<file path="src/rtl/mem_bus_arbiter.sv">
// Two-master (fetch / data) arbiter onto a single-outstanding request/response bus.
// Data requests win over fetch; a flush drops the in-flight response without aborting the bus cycle.
module mem_bus_arbiter (
    input  logic        clk,
    input  logic        rst,
    input  logic        flush,
    input  logic        if_req,
    input  logic [31:0] if_addr,
    output logic [31:0] if_rdata,
    output logic        if_data_ok,
    output logic        stallreq_if,
    input  logic        mem_req,
    input  logic        mem_wr,
    input  logic [3:0]  mem_be,
    input  logic [31:0] mem_addr,
    input  logic [31:0] mem_wdata,
    output logic [31:0] mem_rdata,
    output logic        mem_data_ok,
    output logic        stallreq_mem,
    output logic        bus_req,
    output logic        bus_wr,
    output logic [3:0]  bus_be,
    output logic [31:0] bus_addr,
    output logic [31:0] bus_wdata,
    input  logic        bus_addr_ok,
    input  logic [31:0] bus_rdata,
    input  logic        bus_data_ok
);

    typedef enum logic [1:0] {
        S_IDLE = 2'd0,
        S_ADDR = 2'd1,
        S_DATA = 2'd2
    } state_t;

    localparam logic OWN_IF  = 1'b0;
    localparam logic OWN_MEM = 1'b1;

    state_t      r_state;
    logic        r_owner;
    logic        r_drop;
    logic        r_bus_req;
    logic        r_bus_wr;
    logic [3:0]  r_bus_be;
    logic [31:0] r_bus_addr;
    logic [31:0] r_bus_wdata;

    logic        w_resp_ok;
    logic        w_if_ok;
    logic        w_mem_ok;

    // Arbitration FSM; bus_* fields are latched at grant and held until the response returns.
    always_ff @(posedge clk) begin
        if (rst) begin
            r_state     <= S_IDLE;
            r_owner     <= OWN_IF;
            r_drop      <= 1'b0;
            r_bus_req   <= 1'b0;
            r_bus_wr    <= 1'b0;
            r_bus_be    <= 4'h0;
            r_bus_addr  <= 32'h0000_0000;
            r_bus_wdata <= 32'h0000_0000;
        end else begin
            case (r_state)
                S_IDLE: begin
                    r_drop <= 1'b0;
                    if (!flush && mem_req) begin
                        r_owner     <= OWN_MEM;
                        r_bus_wr    <= mem_wr;
                        r_bus_be    <= mem_be;
                        r_bus_addr  <= mem_addr;
                        r_bus_wdata <= mem_wdata;
                        r_bus_req   <= 1'b1;
                        r_state     <= S_ADDR;
                    end else if (!flush && if_req) begin
                        r_owner     <= OWN_IF;
                        r_bus_wr    <= 1'b0;
                        r_bus_be    <= 4'hF;
                        r_bus_addr  <= if_addr;
                        r_bus_wdata <= 32'h0000_0000;
                        r_bus_req   <= 1'b1;
                        r_state     <= S_ADDR;
                    end else begin
                        r_bus_req   <= 1'b0;
                        r_state     <= S_IDLE;
                    end
                end
                S_ADDR: begin
                    // The request stays on the bus even when flushed; only its response is discarded.
                    if (flush) begin
                        r_drop <= 1'b1;
                    end
                    if (bus_addr_ok) begin
                        r_bus_req <= 1'b0;
                        r_state   <= S_DATA;
                    end
                end
                S_DATA: begin
                    if (bus_data_ok) begin
                        r_drop  <= 1'b0;
                        r_state <= S_IDLE;
                    end else if (flush) begin
                        r_drop  <= 1'b1;
                    end
                end
                default: begin
                    r_drop    <= 1'b0;
                    r_bus_req <= 1'b0;
                    r_state   <= S_IDLE;
                end
            endcase
        end
    end

    // Response steering back to the owning requester.
    always_comb begin
        w_resp_ok = 1'b0;
        w_if_ok   = 1'b0;
        w_mem_ok  = 1'b0;
        if ((r_state == S_DATA) && bus_data_ok && !r_drop && !flush) begin
            w_resp_ok = 1'b1;
        end else begin
            w_resp_ok = 1'b0;
        end
        if (w_resp_ok && (r_owner == OWN_IF)) begin
            w_if_ok = 1'b1;
        end else begin
            w_if_ok = 1'b0;
        end
        if (w_resp_ok && (r_owner == OWN_MEM)) begin
            w_mem_ok = 1'b1;
        end else begin
            w_mem_ok = 1'b0;
        end
    end

    assign if_data_ok   = w_if_ok;
    assign mem_data_ok  = w_mem_ok;
    assign if_rdata     = w_if_ok  ? bus_rdata : 32'h0000_0000;
    assign mem_rdata    = w_mem_ok ? bus_rdata : 32'h0000_0000;
    assign stallreq_if  = if_req  & ~w_if_ok;
    assign stallreq_mem = mem_req & ~w_mem_ok;

    assign bus_req   = r_bus_req;
    assign bus_wr    = r_bus_wr;
    assign bus_be    = r_bus_be;
    assign bus_addr  = r_bus_addr;
    assign bus_wdata = r_bus_wdata;

endmodule

</file>
<file path="config.mk">
export PLATFORM = sky130hd
export DESIGN_NAME = mem_bus_arbiter
export DESIGN_NICKNAME = d
export VERILOG_FILES = /design/src/rtl/mem_bus_arbiter.sv
export SDC_FILE = /design/constraint.sdc
export NUM_CORES = 1
export LEC_CHECK = 0
export CAP_MARGIN = 20
export CORE_AREA = 2 2 107 109
export CTS_BUF_LIST = sky130_fd_sc_hd__clkbuf_16
export DETAILED_ROUTE_END_ITERATION = 7
export DIE_AREA = 0 0 109 111
export GPL_ROUTABILITY_DRIVEN = 0
export PLACE_DENSITY = 0.8
export SETUP_SLACK_MARGIN = 0.4
export SYNTH_ARGS = -nofsm -noshare
export SYNTH_HDL_FRONTEND = slang
export SYNTH_SLANG_ARGS = --single-unit
</file>
<file path="constraint.sdc">
create_clock -name clk -period 2 [get_ports clk]
set_input_delay 0.4 -clock clk [delete_from_list [all_inputs] [get_ports clk]]
set_output_delay 0.4 -clock clk [all_outputs]
set_load 0.01 [all_outputs]
</file>
Word-level counts from Yosys, hierarchy flattened
Index checks and enable logic that the tools add are counted.
{ "op_classes": {"bitwise_logic": 6, "add_sub_neg": 0, "mux": 26, "n_eq_ne": 4, "div": 0, "n_shift": 0, "mul": 0, "magnitude_cmp": 0, "reduce_logical": 14} }
{ "op_table": {"columns": ["operator", "n"], "rows": [
  ["2-to-1 mux 32 bit", 6],
  ["2-to-1 mux 1 bit", 13],
  ["2-to-1 mux 4 bit", 2],
  ["logical AND 1 bit", 7],
  ["one-hot mux 2 bit (3 select lines)", 1],
  ["AND reduction 2 bit", 3],
  ["2-to-1 mux 2 bit", 2],
  ["!= test 2 bit, second input constant", 2],
  ["NOT 1 bit", 4],
  ["one-hot mux 1 bit (3 select lines)", 1],
  ["AND 1 bit", 2],
  ["equality test 2 x 1 -> 1 bit, second input constant", 1],
  ["equality test 2 bit, second input constant", 1],
  ["zero test 1 bit", 2],
  ["zero test 2 bit", 1],
  ["one-hot mux 1 bit (2 select lines)", 1],
  ["nonzero test 2 bit", 1]
]} }
{ "word_totals": {"out_inout_bits": 138, "mem_bits_rw": 0, "ff_bits": 74, "n_memories": 0, "in_bits": 140, "latchBits": 0, "elab_cells": 58, "rom_bits": 0} }

Longest topological paths before layout
{ "logic_depth": {"ltp_word": 9, "mapped_depth": 7, "depth_no_buf": 5} }

Least setup slack after synthesis
No wires, ideal clock.
{ "synth_path": {"path_type": "register to output", "from": "register r_state[0]", "to": "output if_rdata[22]", "arrival_ps": 1456, "setup_slack_ps": 144, "path_stages_with_launch": 7, "cell_sequence": "dfxtp_1 inv_1 ha_1 nand3b_1 nor3_1 buf_2 and2_1"} }
{ "synth_between": {"elab_chain_len": 8} }
{ "synth_lines": {"columns": ["element", "line_no", "rtl"], "rows": [
  ["start, declared", "39", "state_t r_state;"],
  ["start signal, assigned", "55", "r_state <= S_IDLE;"],
  ["start signal, assigned", "74", "r_state <= S_ADDR;"],
  ["start signal, assigned", "82", "r_state <= S_ADDR;"],
  ["equality test 2 bit", "120", "if ((r_state == S_DATA) && bus_data_ok && !r_drop && !flush) begin"],
  ["logical AND 1 bit (3 in series)", "120", null],
  ["2-to-1 mux 1 bit", "120", null],
  ["logical AND 1 bit", "125", "if (w_resp_ok && (r_owner == OWN_IF)) begin"],
  ["2-to-1 mux 1 bit", "125", null],
  ["net if_data_ok", "10", "output logic if_data_ok,"],
  ["2-to-1 mux 32 bit", "139", "assign if_rdata = w_if_ok ? bus_rdata : 32'h0000_0000;"],
  ["end, declared", "9", "output logic [31:0] if_rdata,"]
]} }
The timed path passes the listed nets, and every way through them passes these cells.

Final worst setup path
{ "layout_path": {"from": "register r_state[0]", "to": "output mem_rdata[0]"} }
{ "layout_between": {"elab_chain_len": 8} }
{ "layout_lines": {"columns": ["element", "line_no", "rtl"], "rows": [
  ["equality test 2 bit", "120", null],
  ["logical AND 1 bit (3 in series)", "120", null],
  ["2-to-1 mux 1 bit", "120", null],
  ["logical AND 1 bit", "130", "if (w_resp_ok && (r_owner == OWN_MEM)) begin"],
  ["2-to-1 mux 1 bit", "130", null],
  ["2-to-1 mux 32 bit", "140", "assign mem_rdata = w_mem_ok ? bus_rdata : 32'h0000_0000;"],
  ["end, declared", "17", "output logic [31:0] mem_rdata,"]
]} }
Every way passes these cells.

==> reports/results.txt <==
run status: complete, but fails checks
failing checks: setup timing
largest family of logic cells by synthesized area: compound AO/OA/AOI/OAI gates
RSZ-0062 raised after global routing: yes
cells along the critical path: inv_2, ha_4, nand3b_1, buf_4, nor3b_4, buf_6, buf_12, buf_16, and2_1, buf_2
wire per inst: 19.8 um
min Tclk post-route: 2.36 ns
clock sink count: 74
all-layer global routing usage: 0.239
first-pass GRT wire length: 22.6 mm
initial antenna violation count: 1
final hold vios: 0
vias in the first global route: 4,448
WHS Endpoint: bus_wdata[3]$_SDFFE_PP0P_
share of layout cells above drive strength 1: 0.463
clk slew on worst S/H paths: 0.06 ns
Layout Utilization: 0.763
TritonCTS clock tree: built
clock tree root buffer cell: clkbuf_16
max cap viols: 0
Congestion Overflow GR: 0
cells after synthesis: 419
final-report max-slew violation count: 0
final instance area: 8450 um2
crit path from: r_state[0]$_SDFFE_PP0P_
highest clock rate: 0.423 GHz
CTS buffer count: 9
Hold Crit Depth: 2
Worst Setup End Kind: primary output
Post-DP HPWL: 10.5 mm
Net Switching: 1.37 mW
simple-gate area share of the yosys netlist: 0.198
chip height: 111 um
routed vias: 4,449
register area share after synthesis: 0.422
WHS: 0.483 ns
WS Path Type: reg -> out
DRT iter0 DRCs: 256
adder-cell area share of the yosys netlist: 0.0107
clk_lat worst skew: 0.33 ns
Slew @ Worst Pin: 0.482 ns
Ports: 278
Top Family by Delay on Critical Path: buffers and inverters
static leakage: 3.76 nW
top cell type's share of synthesized area: 0.422
Worst VDD drop: 0.547 mV
FP Rows: 39
Internal: 3.43 mW
WP data required: 1.60 ns
Comb power frac: 0.287
grt met3 use: 0.0670
IO Port Bufs: 277
power density over the cells: 567 nW/um2
Synth Cell Area: 3510 um2
Sw Ratio: 0.285
Layout Nets: 862
CP Data Arrival Time: 1.96 ns
largest net degree at the start of global routing: 75
drt first pass iters: 6
layer with the highest usage: met2
area leader, netlist: dfxtp_1
Max-slew headroom: 0.678
Max stage delay cell, worst path: dfxtp_2
end of the worst register-to-register path: bus_addr[17]$_SDFFE_PP0P_
H-tree levels: 3
R2R Path Start: r_state[0]$_SDFFE_PP0P_
ANT nets after route: 0
clock power share: 0.364
xor/xnor share of the synthesized area: 0
cell depth of the worst flop-to-flop path: 11
Placement Cell Area: 6610 um2
chip width: 109 um
CP max FO: 8
global-route track usage on met2: 0.444
setup_tns: -18.84 ns
Post-Syn Nets: 562
Via-to-Cell Ratio: 5.13
flop and latch count out of synthesis: 74
Initial Util: 0.317
final setup fails: 68
CP bufs+invs: 6
Synth area leaders: dfxtp_1, and2_1, a21oi_1, mux2i_1, a211oi_1
core area: 11,100 um2
min-delay src: bus_wdata[3]$_SDFFE_PP0P_
part of the cycle the worst path needs: 1.18
synth warn: 0
DRC errors left: 0
worst hold-check path type: reg -> reg
GR Util met1: 0.246
DIE AREA: 12,100 um2
crit start category: register
Final Skew: 0.00485 ns
P&R area growth vs syn: 141%
Mean Syn Cell Area: 8.37 um2
Cell variety after synth: 25
R2R Setup Slk: 0.25 ns
setup ws final: -0.363 ns
Sequential Power Share: 0.349
compound-gate portion of the synthesized area: 0.225
clock buffer depth: 2
mux contribution to synthesized area: 0.0913
Routed WL: 17.1 mm
Max stage delay on crit path: 0.33 ns
total power: 4.79 mW
n_diodes: 0
==> cell usage after synthesis <==
cell type and n:
nand3b_1 2, a211oi_1 32, nor2_1 6, ha_1 3, nand4_1 1, nor3_1 7
clkbuf_1 22, nor2_2 1, and2_1 64, nor2b_1 5, or2_2 1, dfxtp_1 74
buf_4 1, nand2_1 33, and3b_1 1, o21ai_1 5, nor3b_2 1, o21ai_0 32
or4_1 1, nand2b_1 3, buf_2 16, clkbuf_2 1, inv_1 2, a21oi_1 73
mux2i_1 32
==> timing repair <==
item                       4_1_cts  5_1_grt
setup endpoints to repair      187      115
resized for setup              390      263
buffers inserted                15        3
hold buffers                     0        0
gates cloned                     5        9
pin swaps                        9       84
==> flip-flops by register name (all words and copies together) (netlist names) <==
| signal | flops |
|---|---|
| bus_req | 1 |
| bus_be | 4 |
| bus_wr | 1 |
| r_state | 2 |
| r_owner | 1 |
| r_drop | 1 |
| bus_wdata | 32 |
| bus_addr | 32 |
==> layout by cell type (no fill, tap or decap), types with 4 or more instances in the layout <==
cell and count:
nor2b_1 4, clkbuf_16 17, nand2_4 21, buf_16 5, o21ai_1 7, nand2_2 11, a21oi_4 28, and2_1 4
mux2i_1 32, buf_12 16, a21oi_2 37, and2_4 60, buf_4 14, nor2_1 5, dlymetal6s2s_1 7, a211oi_2 26
dlygate4sd2_1 65, nor3_1 4, buf_6 71, a211oi_1 6, buf_2 7, dfxtp_1 72, a21oi_1 8, clkdlybuf4s50_1 135
o21ai_0 30
==> power groups by stage <==
stage	logic, mW	registers [mW]	clock network (mW)
2_1_floorplan	0.329	1.72	0
3_3_place_gp	1.01	1.67	0
3_5_place_dp	1.03	1.67	0
4_1_cts	1.02	1.64	1.76
5_1_grt	1.45	1.68	1.84
6_report	1.37	1.67	1.74
==> tightest hold or removal path, stage by stage (launching register included) <==
cell     delay [ns]
dfxtp_1        0.30
o21ai_1        0.07
a21oi_1        0.06
==> worst max path at each step <==
stage,to,slack [ns],cells past startpoint
6_report,mem_rdata[0],-0.36,10
5_1_grt,mem_rdata[0],-0.43,10
4_1_cts,mem_rdata[0],-0.30,10
3_5_place_dp,mem_rdata[18],-0.62,6
3_3_place_gp,if_rdata[21],-0.56,6
2_1_floorplan,mem_rdata[10],0.25,6
==> cell type report <==
cell class                      count  area [um2]
Inverter                            2        7.51
Multi-Input combinational cell    303        2840
Timing Repair Buffer              329        3620
Clock buffer                        9         225
Sequential cell                    74        1480
Fill cell                         726        2630
Clock inverter                      7        93.8
Tap cell                          143         179
==> per-stage QoR <==
stage / worst slack (ns) / cells
2_1_floorplan: 0.254 / 419
4_1_cts: -0.295 / 855
3_3_place_gp: -0.563 / 819
6_report: -0.363 / 867
5_1_grt: -0.433 / 867
3_5_place_dp: -0.619 / 819
==> routing by layer <==
layer | wire, um | part of all wire
met1 | 6190 | 0.36
met2 | 9050 | 0.53
met3 | 1250 | 0.073
met4 | 645 | 0.038
met5 | 13 | 0.00076
==> kinds of logic after synthesis <==
| family | count (synthesis) |
|---|---|
| buffers and inverters | 42 |
| AO/OA/AOI/OAI | 142 |
| multiplexers | 32 |
| adder cells (fa/ha/maj) | 3 |
| AND/OR/NAND/NOR | 126 |
| flip-flops | 74 |
No activity file was read; power rests on OpenSTA's default activity.
